==> src/rtl/mem_arb_pkg.sv <==
// Shared types and helpers for the unified-memory port arbiter.
package mem_arb_pkg;

    // Transaction sequencer: every access walks IDLE -> ACCESS -> RESP -> IDLE.
    typedef enum logic [1:0] {
        IDLE   = 2'd0,
        ACCESS = 2'd1,
        RESP   = 2'd2
    } state_e;

    // Which requester owns the transaction currently in flight.
    typedef enum logic {
        OWN_I = 1'b0,
        OWN_D = 1'b1
    } owner_e;

    // Width of the memory-latency down-counter; one spare bit keeps MEM_LAT=1 legal.
    function automatic int lat_w(input int mem_lat);
        return $clog2(mem_lat) + 1;
    endfunction

endpackage

==> src/rtl/mem_arb_grant.sv <==
// Combinational winner selection: D has priority unless I has been starved
// for STARVE_MAX consecutive D grants.
module mem_arb_grant
    import mem_arb_pkg::*;
#(
    parameter int STARVE_MAX = 4,
    parameter int CNT_W      = $clog2(STARVE_MAX + 1)
) (
    input  logic             i_req,
    input  logic             d_req,
    input  logic [CNT_W-1:0] starve_cnt,
    output logic             grant_valid,
    output owner_e           grant_owner
);

    logic w_starved;

    assign w_starved = (starve_cnt == CNT_W'(STARVE_MAX));

    // Pick a winner from whichever requests are pending.
    always_comb begin
        // NOTE: every output gets a default first, so no path leaves it unassigned and no latch is inferred.
        grant_valid = i_req | d_req;
        grant_owner = OWN_I;
        if (d_req && !(i_req && w_starved)) begin
            grant_owner = OWN_D;
        end
    end

endmodule

==> src/rtl/mem_port_arbiter.sv <==
// Serialises the instruction-fetch (I) and load/store (D) ports onto one
// single-port memory. One transaction at a time; all outputs are registered.
module mem_port_arbiter
    import mem_arb_pkg::*;
#(
    parameter int ADDR_W     = 32,
    parameter int DATA_W     = 32,
    parameter int MEM_LAT    = 1,
    parameter int STARVE_MAX = 4
) (
    input  logic              clk,
    input  logic              rst,
    // instruction-fetch port
    input  logic              i_req,
    input  logic [ADDR_W-1:0] i_adr,
    output logic              i_ack,
    output logic [DATA_W-1:0] i_rdata,
    // load/store port
    input  logic              d_req,
    input  logic              d_we,
    input  logic [ADDR_W-1:0] d_adr,
    input  logic [DATA_W-1:0] d_wdata,
    output logic              d_ack,
    output logic [DATA_W-1:0] d_rdata,
    // memory port
    output logic [ADDR_W-1:0] m_adr,
    output logic [DATA_W-1:0] m_wdata,
    output logic              m_read,
    output logic              m_write,
    input  logic [DATA_W-1:0] m_rdata
);

    localparam int          LW       = lat_w(MEM_LAT);
    localparam int          CNT_W    = $clog2(STARVE_MAX + 1);
    localparam logic [LW-1:0]    LAT_INIT = LW'(MEM_LAT - 1);
    localparam logic [CNT_W-1:0] CNT_MAX  = CNT_W'(STARVE_MAX);

    state_e             r_state;
    owner_e             r_owner;
    logic               r_we;
    logic [ADDR_W-1:0]  r_adr;
    logic [DATA_W-1:0]  r_wdata;
    logic [LW-1:0]      r_lat_cnt;
    logic [CNT_W-1:0]   r_starve_cnt;
    logic               r_m_read;
    logic               r_m_write;
    logic               r_i_ack;
    logic               r_d_ack;
    logic [DATA_W-1:0]  r_i_rdata;
    logic [DATA_W-1:0]  r_d_rdata;

    logic               w_grant_valid;
    owner_e             w_grant_owner;
    logic [CNT_W-1:0]   w_starve_inc;

    mem_arb_grant #(
        .STARVE_MAX (STARVE_MAX),
        .CNT_W      (CNT_W)
    ) u_grant (
        .i_req       (i_req),
        .d_req       (d_req),
        .starve_cnt  (r_starve_cnt),
        .grant_valid (w_grant_valid),
        .grant_owner (w_grant_owner)
    );

    // Saturating increment used when D wins while I is still waiting.
    assign w_starve_inc = (r_starve_cnt == CNT_MAX) ? r_starve_cnt
                                                    : r_starve_cnt + CNT_W'(1);

    // Transaction FSM with registered memory strobes, acks and read data.
    always_ff @(posedge clk or posedge rst) begin
        if (rst) begin
            r_state      <= IDLE;
            r_owner      <= OWN_D;
            r_we         <= 1'b0;
            r_adr        <= '0;
            r_wdata      <= '0;
            r_lat_cnt    <= '0;
            r_starve_cnt <= '0;
            r_m_read     <= 1'b0;
            r_m_write    <= 1'b0;
            r_i_ack      <= 1'b0;
            r_d_ack      <= 1'b0;
            r_i_rdata    <= '0;
            r_d_rdata    <= '0;
        end else begin
            // NOTE: sequential state uses non-blocking assignments so every register sees pre-edge values.
            unique case (r_state)
                IDLE: begin
                    if (w_grant_valid) begin
                        r_owner   <= w_grant_owner;
                        r_lat_cnt <= LAT_INIT;
                        r_state   <= ACCESS;
                        if (w_grant_owner == OWN_D) begin
                            r_adr        <= d_adr;
                            r_we         <= d_we;
                            r_wdata      <= d_wdata;
                            r_m_read     <= ~d_we;
                            r_m_write    <= d_we;
                            r_starve_cnt <= i_req ? w_starve_inc : '0;
                        end else begin
                            r_adr        <= i_adr;
                            r_we         <= 1'b0;
                            r_wdata      <= '0;
                            r_m_read     <= 1'b1;
                            r_m_write    <= 1'b0;
                            r_starve_cnt <= '0;
                        end
                    end
                end

                ACCESS: begin
                    if (r_lat_cnt == '0) begin
                        r_m_read  <= 1'b0;
                        r_m_write <= 1'b0;
                        r_state   <= RESP;
                        if (r_owner == OWN_I) begin
                            r_i_ack   <= 1'b1;
                            r_i_rdata <= m_rdata;
                        end else begin
                            r_d_ack <= 1'b1;
                            // A store leaves the last load result in place.
                            if (!r_we) begin
                                r_d_rdata <= m_rdata;
                            end
                        end
                    end else begin
                        r_lat_cnt <= r_lat_cnt - LW'(1);
                    end
                end

                RESP: begin
                    r_i_ack <= 1'b0;
                    r_d_ack <= 1'b0;
                    r_state <= IDLE;
                end

                default: begin
                    r_m_read  <= 1'b0;
                    r_m_write <= 1'b0;
                    r_i_ack   <= 1'b0;
                    r_d_ack   <= 1'b0;
                    r_state   <= IDLE;
                end
            endcase
        end
    end

    assign i_ack   = r_i_ack;
    assign i_rdata = r_i_rdata;
    assign d_ack   = r_d_ack;
    assign d_rdata = r_d_rdata;
    assign m_adr   = r_adr;
    assign m_wdata = r_wdata;
    assign m_read  = r_m_read;
    assign m_write = r_m_write;

endmodule

==> config.mk <==
export PLATFORM = sky130hd
export DESIGN_NAME = mem_port_arbiter
export DESIGN_NICKNAME = d
export VERILOG_FILES = /design/src/rtl/mem_arb_pkg.sv /design/src/rtl/mem_arb_grant.sv /design/src/rtl/mem_port_arbiter.sv
export SDC_FILE = /design/constraint.sdc
export NUM_CORES = 1
export LEC_CHECK = 0
export ABC_AREA = 1
export BUFFER_PORTS_ARGS = -buffer_cell sky130_fd_sc_hd__buf_4
export CELL_PAD_IN_SITES_DETAIL_PLACEMENT = 2
export CELL_PAD_IN_SITES_GLOBAL_PLACEMENT = 2
export CORE_MARGIN = 10
export CORE_UTILIZATION = 26
export CTS_CLUSTER_SIZE = 24
export DETAILED_ROUTE_END_ITERATION = 8
export PLACE_DENSITY = 0.87
export SLEW_MARGIN = 20
export SYNTH_ARGS = -nofsm -noshare
export SYNTH_HDL_FRONTEND = slang
export SYNTH_SLANG_ARGS = --single-unit
==> constraint.sdc <==
create_clock -name clk -period 6.6 [get_ports clk]
set_input_delay 1.32 -clock clk [delete_from_list [all_inputs] [get_ports clk]]
set_output_delay 1.32 -clock clk [all_outputs]
set_load 0.01 [all_outputs]
* Word-level counts from Yosys, hierarchy flattened
Index checks and enable logic that the tools add are counted.
** Storage, ports and cells
- Bits in registers :: 140
- Input port bits :: 133
- Output and inout bits :: 132
** Cells by class
- Add/sub/neg operators :: 2
- Eq/ne operators :: 8
- Muxes and demuxes :: 25
- Bitwise gates (word level) :: 7
- Reduce and logical (&&, ||, !) cells :: 14
** Operators with widths (number)
- $mux W32 :: 2
- $reduce_and A3 Y1 :: 5
- $mux W1 :: 12
- $mux W3 :: 3
- $ne A2 B2 Y1 const B :: 3
- $not A1 Y1 :: 6
- $pmux W1 S2 :: 3
- $pmux W1 S3 :: 2
- $reduce_and A2 Y1 :: 3
- $mux W2 :: 2
- $pmux W2 S2 :: 1
- $reduce_and A4 Y1 :: 1
- $add A3 B1 Y3 const B :: 1
- $eq A3 B3 Y1 const B :: 1
- $ne A3 B3 Y1 const B :: 1
- $eq A2 B1 Y1 const B :: 1
- $eq A2 B2 Y1 const B :: 1
- $logic_and A1 B1 Y1 :: 2
- $logic_not A2 Y1 :: 1
- $ne A2 B1 Y1 const B :: 1
- $reduce_bool A2 Y1 :: 1
- $logic_not A1 Y1 :: 1
- $or A1 B1 Y1 :: 1
- $sub A1 B1 Y1 const B :: 1

* Logic depth before layout (Yosys ltp)
- Depth in word-level cells :: 8
- Gate-level depth with buffers :: 8

* Hierarchy
From an unflattened synthesis, not the netlist that was laid out.
** Unflattened totals
- Cell total of the unflattened synthesis :: 725
- Area total of the unflattened synthesis :: 5896.9 um^2
** By module, submodules not included
- mem_port_arbiter :: instances 1, cells an instance 719, area each 5870.6 um^2
- mem_arb_grant :: instances 1, cells an instance 6, area each 26.3 um^2

* Least setup slack after synthesis
Ideal clock, no wire load.
- Path type :: input to register
- From :: input d_req
- To :: register r_adr[0], in the netlist m_adr[0]
- Library setup time :: 118 ps
- Data arrival time :: 2033 ps
- Data required time :: 6482 ps
- Setup slack :: 4449 ps
- Stages :: 8
- Buffers on the path :: 2
- Cells stage by stage :: buf_4 > inv_2 > nand2_2 > nand2_4 > inv_4 > buf_2 > nand3_1 > nand2_1
** On the way
- Longest elaborated chain between the ends :: 3
- Elaborated cells on any way between the ends :: 5
- Those cells by class :: mux: 2; bitwise: 1; reduce/logical: 2
** RTL lines
- start: declaration :: RTL line mem_port_arbiter.sv:19 : input logic d_req,
- $logic_and A1 B1 Y1 :: RTL line mem_arb_grant.sv:25 : if (d_req && !(i_req && w_starved)) begin
- $mux W1 :: RTL line mem_arb_grant.sv:25
- $mux W32 :: RTL line mem_port_arbiter.sv:95 : if (w_grant_owner == OWN_D) begin
- end signal: assignment :: RTL line mem_port_arbiter.sv:96 : r_adr <= d_adr;
- end signal: assignment :: RTL line mem_port_arbiter.sv:103 : r_adr <= i_adr;
- end: declaration :: RTL line mem_port_arbiter.sv:41 : logic [ADDR_W-1:0] r_adr;
Several ways; a longest one is shown, not always the timed one.
A chain may end at the register's enable or synchronous reset.

* Worst setup path in the final report
- From :: input d_req
- To :: register r_wdata[29], in the netlist m_wdata[29]
** On the way
- Longest elaborated chain between the ends :: 3
- Elaborated cells on any way between the ends :: 5
- Those cells by class :: mux: 2; bitwise: 1; reduce/logical: 2
** RTL lines
- $logic_and A1 B1 Y1 :: RTL line mem_arb_grant.sv:25
- $mux W1 :: RTL line mem_arb_grant.sv:25
- $mux W32 :: RTL line mem_port_arbiter.sv:95
- end signal: assignment :: RTL line mem_port_arbiter.sv:98 : r_wdata <= d_wdata;
- end: declaration :: RTL line mem_port_arbiter.sv:42 : logic [DATA_W-1:0] r_wdata;
Several ways; a longest one is shown, not always the timed one.

==> impl_metrics.yaml <==
outcome:
  status: "completed"
synthesis:
  syn_area_per_cell_sq_um: 8.42
  yosys.area.top_type_share_pct: 58.3
  synth_nets: 839
  syn_area_sq_mm: 0.00593
  synth.distinct_cells: 25
  yosys.area.top_type: "dfrtp_1"
  ys_ff_latch: 139
  yosysWarnings: 0
  postSynthCellCount: 704
  ys_seq_area_share_pct: 58.7
  synth.area.top_cells: "dfrtp_1 (58%), nand2_1 (18%), inv_1 (6.5%)"
timing:
  final.setup.tns_ns: 0
  fin_crit_ns: 2.90
  slew_violations: 0
  hold_viol_final: 0
  rsz0062_at_grt: "false"
  slew_headroom_pct: 41.0
  finClkSkew_ns: 0.00938
  setup_viol: 0
  fmax_mhz: 344
  period_share_pct: 44.0
  tightest_slew_ns: 0.885
clock_tree:
  insertion_delay_ns: 0.42
  cts_inserted_buffers: 17
  tritoncts: "yes"
  post_cts_resized: 0
  cts-root-buf: "clkbuf_16"
  clockBufferDepth: 2
  cts.reportedPaths.clkPinSlew_ns: 0.06
  clock_sinks: 139
  hold_buffers: 0
  cts_setup_buffers: 0
  h-tree-depth: 4
floorplanning:
  die_w_um: 171
  core_sq_mm: 0.0225
  fp.dieH_um: 171
  num_io_pins: 265
  die-area_sq_mm: 0.0292
  start_util_pct: 26.3
  rows: 55
grt:
  grt_pass1_wl_mm: 36.5
  grtUsageTotal_pct: 15.9
  grt_max_degree: 94
  antenna_found_initial: 0
  grt_overflow: 0
  grt_pass1_vias: 6396
drt:
  drc: 0
  vias_per_cell: 4.41
  first_iter_violations: 278
  wire_per_inst_um: 18.5
  num_vias: 5516
  drt-pass1-iter-count: 4
  wirelength_mm: 23.2
  ant_nets: 0
worst_setup_path:
  crit_type: "primary input to flop"
  start_kind: "primary input"
  reg2reg_from: "r_starve_cnt[0]$_DFFE_PP0P_"
  crit_arrival_ns: 3.25
  worst-r2r-cell-count: 7
  required_ns: 6.95
  regToRegEndpoint: "m_wdata[29]$_DFFE_PP0P_"
  ff2ff_setup_slack_ns: 4.03
  cp_max_fo: 73
  end_kind: "flop"
worst_hold_path:
  hold_depth: 2
  hp-class: "flop to flop"
  min_to: "m_adr[2]$_DFFE_PP0P_"
  hp-start: "m_adr[2]$_DFFE_PP0P_"
layout:
  area_growth_pct: 46.7
  n_antenna_cell: 0
  final_common_cell: "nand2_1"
  stdcell_count: 1251
  most-common-layout-cells: "nand2_1 (276), buf_4 (266), dfrtp_1 (138)"
  drive_gt1_share_pct: 32.2
  n_fill_cell: 2550
  final_nets: 1088
  fin_area_sq_mm: 0.00869
power:
  power.leakage_nw: 4.94
  powerDensity_mw_per_mm2: 490
  vdd_drop_max_v: 0.000128
placement:
  routabilityCongestion: 0.765
  dp_cells: 1219
  post_dp_cell_area_sq_mm: 0.00809
  dp_hpwl_mm: 17.1
  port_buffers: 264
flow_run:
  drv_cap: 0
-- layout make-up --
type,instances,area [sq um],area share [%]
tap,285,357,4.10
inverter,105,402,4.62
sequential,139,3480,40.0
timing repair buffer,266,2000,23.0
multi-input combinational,424,1850,21.3
clock buffer,19,453,5.21
clock inverter,13,155,1.78
-- registers in the layout (all words and copies together) (netlist names) --
signal	count
d_ack	1
r_we	1
i_rdata	32
m_adr	32
r_owner	1
r_state	2
m_write	1
i_ack	1
d_rdata	32
r_starve_cnt	3
m_read	1
m_wdata	32
-- power breakdown --
group / switching (mW) / leakage (nW) / internal, mW / total [mW]
logic: 0.990 / 2.92 / 0.765 / 1.76
registers: 0.247 / 1.73 / 1.26 / 1.51
clock network: 0.408 / 0.283 / 0.587 / 0.995
total: 1.65 / 4.94 / 2.61 / 4.26
-- worst max-delay path: stages --
cell and delay [ns]:
buf_4 0.36, inv_2 0.07, nand2_2 0.10, nand2_4 0.46
nor2_8 0.65, nand2_1 0.14, nand2_1 0.10
-- worst max path at each step --
stage,from,to,slack (ns)
after CTS,d_req,m_wdata[29]$_DFFE_PP0P_,3.63
after global routing,d_req,m_write$_DFFE_PP0P_,3.40
final,d_req,m_wdata[29]$_DFFE_PP0P_,3.70
after global placement,d_req,r_we$_DFFE_PP0P_,3.25
after floorplan,rst,d_ack$_DFFE_PP0P_,1.56
after detailed placement,d_req,m_write$_DFFE_PP0P_,3.17
-- synthesized netlist by cell type, drive strengths merged --
cell	instances
a21oi	1
inv	105
a22o	1
nor2	5
nand3	66
clkbuf	9
dfrtp	138
nor3b	1
dfstp	1
ha	2
nand2	280
nand4	1
nand3b	1
buf	27
o21ai	66
-- per-stage QoR --
| step | util (%) | worst slack [ns] | hold WS [ns] | power [mW] |
|---|---|---|---|---|
| floorplan | - | 1.56 | 0.450 | 2.33 |
| global placement | 35.9 | 3.25 | 0.458 | 3.22 |
| detailed placement | 35.9 | 3.17 | 0.468 | 3.33 |
| CTS | 38.6 | 3.63 | 0.485 | 4.35 |
| global route | 38.6 | 3.40 | 0.507 | 4.61 |
| finish | 38.6 | 3.70 | 0.482 | 4.26 |
-- per-layer routing --
| layer | global-route usage, % | part of all wire, % |
|---|---|---|
| met5 | 0 | 0 |
| met4 | 4.16 | 1.4 |
| met3 | 7.19 | 11 |
| met2 | 25.7 | 47 |
| met1 | 18.6 | 41 |
-- cells by family after synthesis --
family	after synthesis	synth area share (%)
AO/OA/AOI/OAI	68	5.81
adder cells (fa/ha/maj)	2	0.422
buffers and inverters	141	10.1
flip-flops	139	58.7
AND/OR/NAND/NOR	354	25.0
Note: power is estimated with default switching activity, not from simulation.
